File: src/rtl/bless_alloc_pkg.sv
// Shared port encoding and XY routing helpers for the BLESS deflection allocator.
package bless_alloc_pkg;

    localparam int P_N = 0;
    localparam int P_S = 1;
    localparam int P_E = 2;
    localparam int P_W = 3;
    localparam int P_I = 4;

    typedef logic [4:0] port_t;

    function automatic port_t xy_route(input logic [15:0] dst_x, input logic [15:0] dst_y,
                                       input logic [15:0] my_x,  input logic [15:0] my_y);
        port_t p;
        p = '0;
        if (dst_x > my_x)      p[P_E] = 1'b1;
        else if (dst_x < my_x) p[P_W] = 1'b1;
        else if (dst_y > my_y) p[P_N] = 1'b1;
        else if (dst_y < my_y) p[P_S] = 1'b1;
        else                   p[P_I] = 1'b1;
        return p;
    endfunction

    // Lowest free network output (n,s,e,w order); the eject port is never a deflection target.
    function automatic port_t first_free(input port_t free);
        port_t p;
        p = '0;
        for (int k = P_W; k >= P_N; k--) begin
            if (free[k]) p = port_t'(5'b00001 << k);
        end
        return p;
    endfunction

endpackage

File: src/rtl/bless_route_calc.sv
// Productive XY output for one flit destination {y,x}.
module bless_route_calc
    import bless_alloc_pkg::*;
#(
    parameter int ADDRBITS2 = 8,
    parameter int MY_X      = 0,
    parameter int MY_Y      = 0
) (
    input  logic [ADDRBITS2/2-1:0] i_dst,
    output port_t                  o_port
);

    localparam int CW = ADDRBITS2 / 4;

    logic [15:0] w_x;
    logic [15:0] w_y;

    assign w_x    = 16'(i_dst[CW-1:0]);
    assign w_y    = 16'(i_dst[2*CW-1:CW]);
    assign o_port = xy_route(w_x, w_y, 16'(MY_X), 16'(MY_Y));

endmodule

File: src/rtl/bless_port_alloc.sv
// BLESS deflection port allocator: oldest-first network allocation, then injection,
// with one register stage aligned to the crossbar datapath.
module bless_port_alloc
    import bless_alloc_pkg::*;
#(
    parameter int HOPBITS    = 8,
    parameter int ADDRBITS2  = 8,
    parameter int MY_X       = 0,
    parameter int MY_Y       = 0,
    parameter int STARVE_LIM = 16
) (
    input  logic                 clk,
    input  logic                 rst_n,
    input  logic                 vld_n,
    input  logic                 vld_s,
    input  logic                 vld_e,
    input  logic                 vld_w,
    input  logic [ADDRBITS2-1:0] srcdst_n,
    input  logic [ADDRBITS2-1:0] srcdst_s,
    input  logic [ADDRBITS2-1:0] srcdst_e,
    input  logic [ADDRBITS2-1:0] srcdst_w,
    input  logic [HOPBITS-1:0]   hop_n,
    input  logic [HOPBITS-1:0]   hop_s,
    input  logic [HOPBITS-1:0]   hop_e,
    input  logic [HOPBITS-1:0]   hop_w,
    input  logic                 inj_req,
    input  logic [ADDRBITS2-1:0] srcdst_i,
    output logic [4:0]           ctln,
    output logic [4:0]           ctls,
    output logic [4:0]           ctle,
    output logic [4:0]           ctlw,
    output logic [4:0]           ctli,
    output logic                 inj_gnt,
    output logic                 starve
);

    localparam int CNTW = $clog2(STARVE_LIM + 1);

    logic [3:0]           w_vld;
    logic [ADDRBITS2-1:0] w_sd  [4];
    logic [HOPBITS-1:0]   w_hop [4];
    port_t                w_prod[4];
    port_t                w_prod_inj;
    logic [1:0]           w_pos [4];
    logic [2:0]           w_rank[4];
    logic [HOPBITS-1:0]   w_max;
    logic [2:0]           w_ntop;
    port_t                w_free;
    port_t                w_pick;
    port_t                w_ctl [5];
    logic                 w_gnt;
    logic [CNTW-1:0]      w_cnt_nxt;
    logic                 w_unused;

    port_t                r_ctl [5];
    logic                 r_gnt;
    logic                 r_starve;
    logic [1:0]           r_rr;
    logic [CNTW-1:0]      r_cnt;

    assign w_vld = {vld_w, vld_e, vld_s, vld_n};
    assign w_sd  = '{srcdst_n, srcdst_s, srcdst_e, srcdst_w};
    assign w_hop = '{hop_n, hop_s, hop_e, hop_w};

    assign w_unused = ^{srcdst_n[ADDRBITS2-1:ADDRBITS2/2], srcdst_s[ADDRBITS2-1:ADDRBITS2/2],
                        srcdst_e[ADDRBITS2-1:ADDRBITS2/2], srcdst_w[ADDRBITS2-1:ADDRBITS2/2],
                        srcdst_i[ADDRBITS2-1:ADDRBITS2/2]};

    for (genvar g = 0; g < 4; g++) begin : g_rc
        bless_route_calc #(.ADDRBITS2(ADDRBITS2), .MY_X(MY_X), .MY_Y(MY_Y)) u_rc (
            .i_dst  (w_sd[g][ADDRBITS2/2-1:0]),
            .o_port (w_prod[g])
        );
    end

    bless_route_calc #(.ADDRBITS2(ADDRBITS2), .MY_X(MY_X), .MY_Y(MY_Y)) u_rc_inj (
        .i_dst  (srcdst_i[ADDRBITS2/2-1:0]),
        .o_port (w_prod_inj)
    );

    // Rank = number of valid flits that beat this one (older, or same age and earlier from rr).
    always_comb begin
        w_max  = '0;
        w_ntop = '0;
        for (int i = 0; i < 4; i++) begin
            w_pos[i]  = 2'(i) - r_rr;
            w_rank[i] = '0;
            if (w_vld[i] && (w_hop[i] > w_max)) w_max = w_hop[i];
        end
        for (int i = 0; i < 4; i++) begin
            if (w_vld[i] && (w_hop[i] == w_max)) w_ntop = w_ntop + 3'd1;
            for (int j = 0; j < 4; j++) begin
                if ((j != i) && w_vld[j] &&
                    ((w_hop[j] > w_hop[i]) || ((w_hop[j] == w_hop[i]) && (w_pos[j] < w_pos[i]))))
                    w_rank[i] = w_rank[i] + 3'd1;
            end
        end
    end

    always_comb begin
        w_free = 5'b11111;
        w_pick = '0;
        w_gnt  = 1'b0;
        for (int o = 0; o < 5; o++) w_ctl[o] = '0;
        for (int k = 0; k < 4; k++) begin
            for (int i = 0; i < 4; i++) begin
                if (w_vld[i] && (w_rank[i] == 3'(k))) begin
                    w_pick = (|(w_free & w_prod[i])) ? w_prod[i] : first_free(w_free);
                    w_free = w_free & ~w_pick;
                    for (int o = 0; o < 5; o++) if (w_pick[o]) w_ctl[o][i] = 1'b1;
                end
            end
        end
        if (inj_req && (|w_free[3:0])) begin
            w_gnt  = 1'b1;
            w_pick = (|(w_free & w_prod_inj & 5'b01111)) ? w_prod_inj : first_free(w_free);
            for (int o = 0; o < 5; o++) if (w_pick[o]) w_ctl[o][P_I] = 1'b1;
        end
    end

    always_comb begin
        w_cnt_nxt = '0;
        if (inj_req && !w_gnt)
            w_cnt_nxt = (r_cnt == CNTW'(STARVE_LIM)) ? r_cnt : r_cnt + 1'b1;
    end

    always_ff @(posedge clk) begin
        if (!rst_n) begin
            for (int o = 0; o < 5; o++) r_ctl[o] <= '0;
            r_gnt    <= 1'b0;
            r_starve <= 1'b0;
            r_rr     <= '0;
            r_cnt    <= '0;
        end else begin
            for (int o = 0; o < 5; o++) r_ctl[o] <= w_ctl[o];
            r_gnt    <= w_gnt;
            r_starve <= (w_cnt_nxt == CNTW'(STARVE_LIM));
            r_cnt    <= w_cnt_nxt;
            if (w_ntop >= 3'd2) r_rr <= r_rr + 2'd1;
        end
    end

    assign ctln    = r_ctl[P_N];
    assign ctls    = r_ctl[P_S];
    assign ctle    = r_ctl[P_E];
    assign ctlw    = r_ctl[P_W];
    assign ctli    = r_ctl[P_I];
    assign inj_gnt = r_gnt;
    assign starve  = r_starve;

endmodule

File: config.mk
export PLATFORM = sky130hd
export DESIGN_NAME = bless_port_alloc
export DESIGN_NICKNAME = d
export VERILOG_FILES = /design/src/rtl/bless_alloc_pkg.sv /design/src/rtl/bless_route_calc.sv /design/src/rtl/bless_port_alloc.sv
export SDC_FILE = /design/constraint.sdc
export NUM_CORES = 1
export LEC_CHECK = 0
export ABC_AREA = 1
export CORE_MARGIN = 2
export CORE_UTILIZATION = 30
export CTS_CLUSTER_SIZE = 14
export DETAILED_ROUTE_END_ITERATION = 6
export PLACE_DENSITY = 0.61
export SLEW_MARGIN = 20
export SYNTH_ARGS = -nofsm -noshare
export SYNTH_HDL_FRONTEND = slang
export SYNTH_SLANG_ARGS = --single-unit
File: constraint.sdc
create_clock -name clk -period 8.4 [get_ports clk]
set_input_delay 0.84 -clock clk [delete_from_list [all_inputs] [get_ports clk]]
set_output_delay 0.84 -clock clk [all_outputs]
set_load 0.02 [all_outputs]
### Yosys cells after proc, flatten, opt, wreduce, memory -nomap -nowiden

Memories as Yosys holds them, arrays and structs flattened.
Index checks and enable logic that the tools add are counted.

| cells by class | value |
|---|---|
| reduce and logical (&&, ||, !) cells | 85 |
| mux-type cells | 369 |
| eq/ne operators | 30 |
| order comparisons | 49 |
| bitwise operators | 52 |
| $add $sub $neg | 17 |

Operators with widths:

| cell | number |
|---|---|
| $mux 5 | 104 |
| $mux 1 | 218 |
| $and 5x5->5 | 29 |
| $eq 8x8->1 | 16 |
| $gt 8x8->1 | 15 |
| $reduce_or 5->1 | 16 |
| $not 5->5 | 15 |
| $mux 4 | 17 |
| $logic_and 1x1->1 | 50 |
| $mux 2 | 16 |
| $mux 8 | 4 |
| $mux 3 | 10 |
| $add 3x1->3 const B | 9 |
| $eq 3x2->1 const B | 8 |
| $lt 2x2->1 | 12 |
| $gt 2x1->1 const B | 10 |
| $lt 2x1->1 const B | 10 |
| $eq 3x1->1 const B | 4 |
| $logic_not 3->1 | 4 |
| $logic_or 1x1->1 | 12 |
| $eq 5x5->1 const B | 2 |
| $and 4x4->4 | 2 |
| $gt 8x1->1 const B | 1 |
| $reduce_or 4->1 | 2 |
| other kinds (10) | 16 |

| word-level totals | value |
|---|---|
| memories | 1 |
| bits in registers | 9 |
| logic and storage cells | 607 |
| RAM bits | 25 |
| output and inout bits | 27 |
| input port bits | 79 |

Memory list:

| memory | words | width | read ports | clocked after Yosys merged registers in | write ports | line | text |
|---|---|---|---|---|---|---|---|
| r_ctl | 5 | 5 | 5 | 0 | 5 | bless_port_alloc.sv:55 | `port_t r_ctl [5];` |

### Longest topological paths before layout

| depth | value |
|---|---|
| depth in word-level cells | 160 |
| mapped depth | 77 |

### By module

A second synthesis with hierarchy kept.

| second synthesis, totals | value |
|---|---|
| cells, all modules | 1265 |
| area total of the unflattened synthesis | 7323.3 um^2 |

By module, submodules not included:

| module | cells an instance | area an instance (um^2) | times used |
|---|---|---|---|
| bless_port_alloc | 1205 | 7035.5 | 1 |
| bless_route_calc | 12 | 57.6 | 5 |

### Worst setup path before layout

Ideal clock, no wire load.

| timing | value |
|---|---|
| kind | input-to-reg |
| from | input port hop_n[1] |
| to | register r_rr[0] |
| stages on the path | 35 |
| data arrival time | 7.635 ns |
| path buffers | 3 |
| path slack | 0.637 ns |
| required time | 8.271 ns |
| cells stage by stage | nor4_1 a21oi_1 nand2_1 ha_1 nand4_1 o311ai_1 clkbuf_1 o21ai_0 ha_1 nand4_1 o311ai_1 clkbuf_1 o21ai_0 ha_1 nand2_1 inv_1 nand4_1 o311ai_1 clkbuf_1 nand2_1 o21ai_1 o21ai_0 a2111oi_0 nand3_1 inv_1 ha_1 nor3b_1 nor2_1 ha_1 nand3_1 xor2_1 inv_1 o21ai_0 o21ai_0 a21oi_1 |

| on the way | value |
|---|---|
| longest elaborated chain between the ends | 22 |

RTL lines:

| what | line | text |
|---|---|---|
| from (decl) | bless_port_alloc.sv:22 | `input logic [HOPBITS-1:0] hop_n,` |
| $gt 8x1->1 | bless_port_alloc.sv:88 | `if (w_vld[i] && (w_hop[i] > w_max)) w_max = w_hop[i];` |
| $logic_and 1x1->1 | bless_port_alloc.sv:88 |  |
| $mux 8 | bless_port_alloc.sv:88 |  |
| $gt 8x8->1 | bless_port_alloc.sv:88 |  |
| $logic_and 1x1->1 | bless_port_alloc.sv:88 |  |
| $mux 8 | bless_port_alloc.sv:88 |  |
| $gt 8x8->1 | bless_port_alloc.sv:88 |  |
| $logic_and 1x1->1 | bless_port_alloc.sv:88 |  |
| [6 not listed] | - |  |
| $mux 1 | bless_port_alloc.sv:91 | `if (w_vld[i] && (w_hop[i] == w_max)) w_ntop = w_ntop + 3'd1;` |
| $add 1x1->2 | bless_port_alloc.sv:91 |  |
| $mux 2 | bless_port_alloc.sv:91 |  |
| $add 2x1->3 | bless_port_alloc.sv:91 |  |
| $mux 3 | bless_port_alloc.sv:91 |  |
| $add 3x1->3 | bless_port_alloc.sv:91 |  |
| $mux 3 * | bless_port_alloc.sv:91 |  |
| $ge 3x2->1 * | bless_port_alloc.sv:139 | `if (w_ntop >= 3'd2) r_rr <= r_rr + 2'd1;` |
| to (signal assigned) | bless_port_alloc.sv:139 |  |
| to (decl) | bless_port_alloc.sv:58 | `logic [1:0] r_rr;` |

Every way passes the cells marked *; elsewhere a longest branch is shown, timed or not.
A chain may end at the register's enable or synchronous reset.

==> metrics.txt <==
status finished with violations; violated checks negative setup slack; final number of setup-violating endpoints 24; Worst setup EP type flop; horizontal extent of the die ~150 µm; leakage approximately 6.0 nW; I/O pins about 110; total of hold buffers inserted after clock tree synthesis 0; top cells by area, synth ha_1 (18%), dfxtp_1 (11%), nand2_1 (11%), inv_1 (10%), a21oi_1 (5.2%); data arrival time of the critical path about 9.4 ns; part of the Yosys area used for sequential elements a little over a tenth; wire length of the first global-routing pass 46.04 mm; clk buf depth 2; required time of the critical path 8.64 ns; number of nets with antenna violations after detailed routing 0; vias after detailed routing approximately 9700; non-filler cells, final roughly 1800; growth of design area from synthesis to finish 97.53%; clock skew after layout 0.01156 ns; core box area roughly 20000 µm²; number of sinks on the clock net 34; # placed instances approximately 1600; number of diodes 0; area share of the largest cell type after synthesis 17.76%; RSZ-0062 raised after global routing true; final count of hold timing violations 0; number of antenna violations at the first check in global routing 0; footprint of the multi-input gates between 6000 and 7000 µm²; yosys warns 0; net count of the finished layout approximately 1700; Crit path largest cell delay ~0.26 ns; post-route setup slack -0.7767 ns; count of mapped cells out of synthesis 1000; Peak Freq roughly 110 MHz; count of unresolved DRC violations after routing 0; post-synth cell types 59; Total GRT Usage approximately a quarter; share of the clock period used by the worst path 109.2%; number of enable flip-flop cells after synthesis 0; max-cap viol count 0; Detailed Place HPWL 19.99 mm; effective utilization at floorplan 30.79%; Max stage delay cell, worst path ha_4; Worst VDD drop approximately 0.1 mV; FILL cells about 1600; commonest non-fill, non-tap cells in the layout buf_4 (454), inv_1 (138), nand2_1 (129), ha_1 (68), nor2_1 (67); average routed wire per standard cell ~18 µm; final wirelength roughly 33 mm; fraction of final layout cells sized beyond drive strength 1 around half; RePlAce Congestion a little under 1; Most Frequent Cell on Critical Path nand3_4; net count of the mapped netlist approximately 1200; clock period minus final worst setup slack between 9 and 10 ns; maximum number of pins on one net before global-route repair 22; via count normalized by instance count 5.334; TritonCTS buffer count 5; total number of placement rows 52; asr flop ratio synth 0%; max-slew violations 0; Sum Neg Setup Slack -12.91 ns; nature of the critical path startpoint input port; number of H-tree branching levels 2; Worst-Skew Late Latency 0.30 ns; worst relative slew slack 36.02%; number of iterations in the first detailed-routing pass 6; total of flip-flops plus latches after synthesis 34; worst hold slack slightly above 0.5 ns; vias in the first global route just over 9000; dominant register cell in the synthesized netlist dfxtp_1; class of the tightest hold or removal check flop to flop; transition at the pin with the smallest max-transition slack around 0.96 ns; P per Cell Area ~160 nW/µm²; WS Path Type input port to flop; mean post-synth cell area ~6.3 µm²; clock root buffer master clkbuf_16; Port Buf Inserts between 80 and 90; leading cell type in the layout, fill and taps excluded buf_4; cell type contributing the most total cell area after synthesis ha_1; GRT overflow 0; TritonCTS clock tree done; die area between 20000 and 25000 µm²; power after layout roughly 2.0 mW; clk slew on worst S/H paths about 0.07 ns; area occupied by registers 680.7 µm²; largest driver fanout on the critical path 4; floorplan die height roughly 150 µm; violation count after the first detailed-route iteration 1017; Syn Std Cell Area 6270 µm²
routing by layer:
| layer | global-route usage [%] | share of wire (%) | up-vias |
|---|---|---|---|
| met5 | 0 | 0 | - |
| met4 | 10.90 | 6.7 | 0 |
| met3 | 3.313 | 9.1 | 207 |
| li1 | - | - | 4503 |
| met1 | 33.42 | 38 | 4452 |
| met2 | 44.81 | 46 | 556 |
worst paths after layout:
| kind | startpoint | cells past startpoint | end | slack, ns |
|---|---|---|---|---|
| worst max-delay path | hop_e[3] | 72 | r_ctl[0][14] | -0.78 |
| worst max register to register | r_rr[1] | 68 | r_ctl[0][14] | -0.29 |
| worst min-delay path | r_rr[0] | 1 | r_rr[0] | 0.52 |
| worst min register to register | r_rr[0] | 1 | r_rr[0] | 0.52 |
critical path, delay by kind of cell:
family	cells	cell delay, ns
buffers and inverters	11	1.10
and+or+nand+nor	53	6.13
adders and majority gates	2	0.48
AOI/OAI and AO/OA	6	0.84
sequential cells by signal, indices dropped and copies added, names as in the netlist:
name / count
r_rr: 2
r_cnt: 5
r_ctl: 25
inj_gnt: 1
starve: 1
logic make-up after synthesis:
logic type / Yosys count / synth area share, %
AO/OA/AOI/OAI: 190 / 18.84
flip-flops: 34 / 10.86
XOR/XNOR: 17 / 2.375
AND/OR/NAND/NOR: 469 / 37.70
buffers and inverters: 200 / 12.41
other: 1 / 0.05981
adder cells (fa/ha/maj): 89 / 17.76
cell usage after synthesis, types with 8 or more instances:
master   instances
a21oi_1         65
a31oi_1          8
dfxtp_1         34
ha_1            89
inv_1          170
inv_2           19
nand2_1        181
nand2_2         22
nand3_1         64
nand3_2         23
nand4_1         34
nor2_1          84
nor2_2           9
nor3_1          18
o21ai_0         44
o21ai_1          9
o22ai_1          9
xor2_1          13
where the power goes:
part	switching [mW]	total (mW)	internal (mW)
Sequential	0.00487	0.180	0.175
Combinational	0.840	1.60	0.756
Clock	0.0859	0.257	0.171
stage by stage:
stage | cell area [µm²] | utilization (%) | worst slack, ns
2_1_floorplan | 6270 | - | 0.6369
3_3_place_gp | 9333 | 45.83 | -0.8738
3_5_place_dp | 9333 | 45.83 | -0.9666
4_1_cts | 11380 | 55.88 | -0.03549
5_1_grt | 12380 | 60.81 | -1.323
6_report | 12380 | 60.81 | -0.7767
timing repair:
action                     CTS  global route
setup buffers              176            52
setup endpoints to repair   23            32
resized for setup          162           231
pin swaps                   62           120
area by class of cell:
type / count / area share (%)
well taps: 270 / 2.728
clock inverters: 3 / 0.5557
flip-flops and latches: 34 / 5.496
multi-input cells: 766 / 49.14
repair buffers: 551 / 34.93
inverters: 193 / 6.143
clock buffers: 5 / 1.010
(Power assumes the default switching activity.)
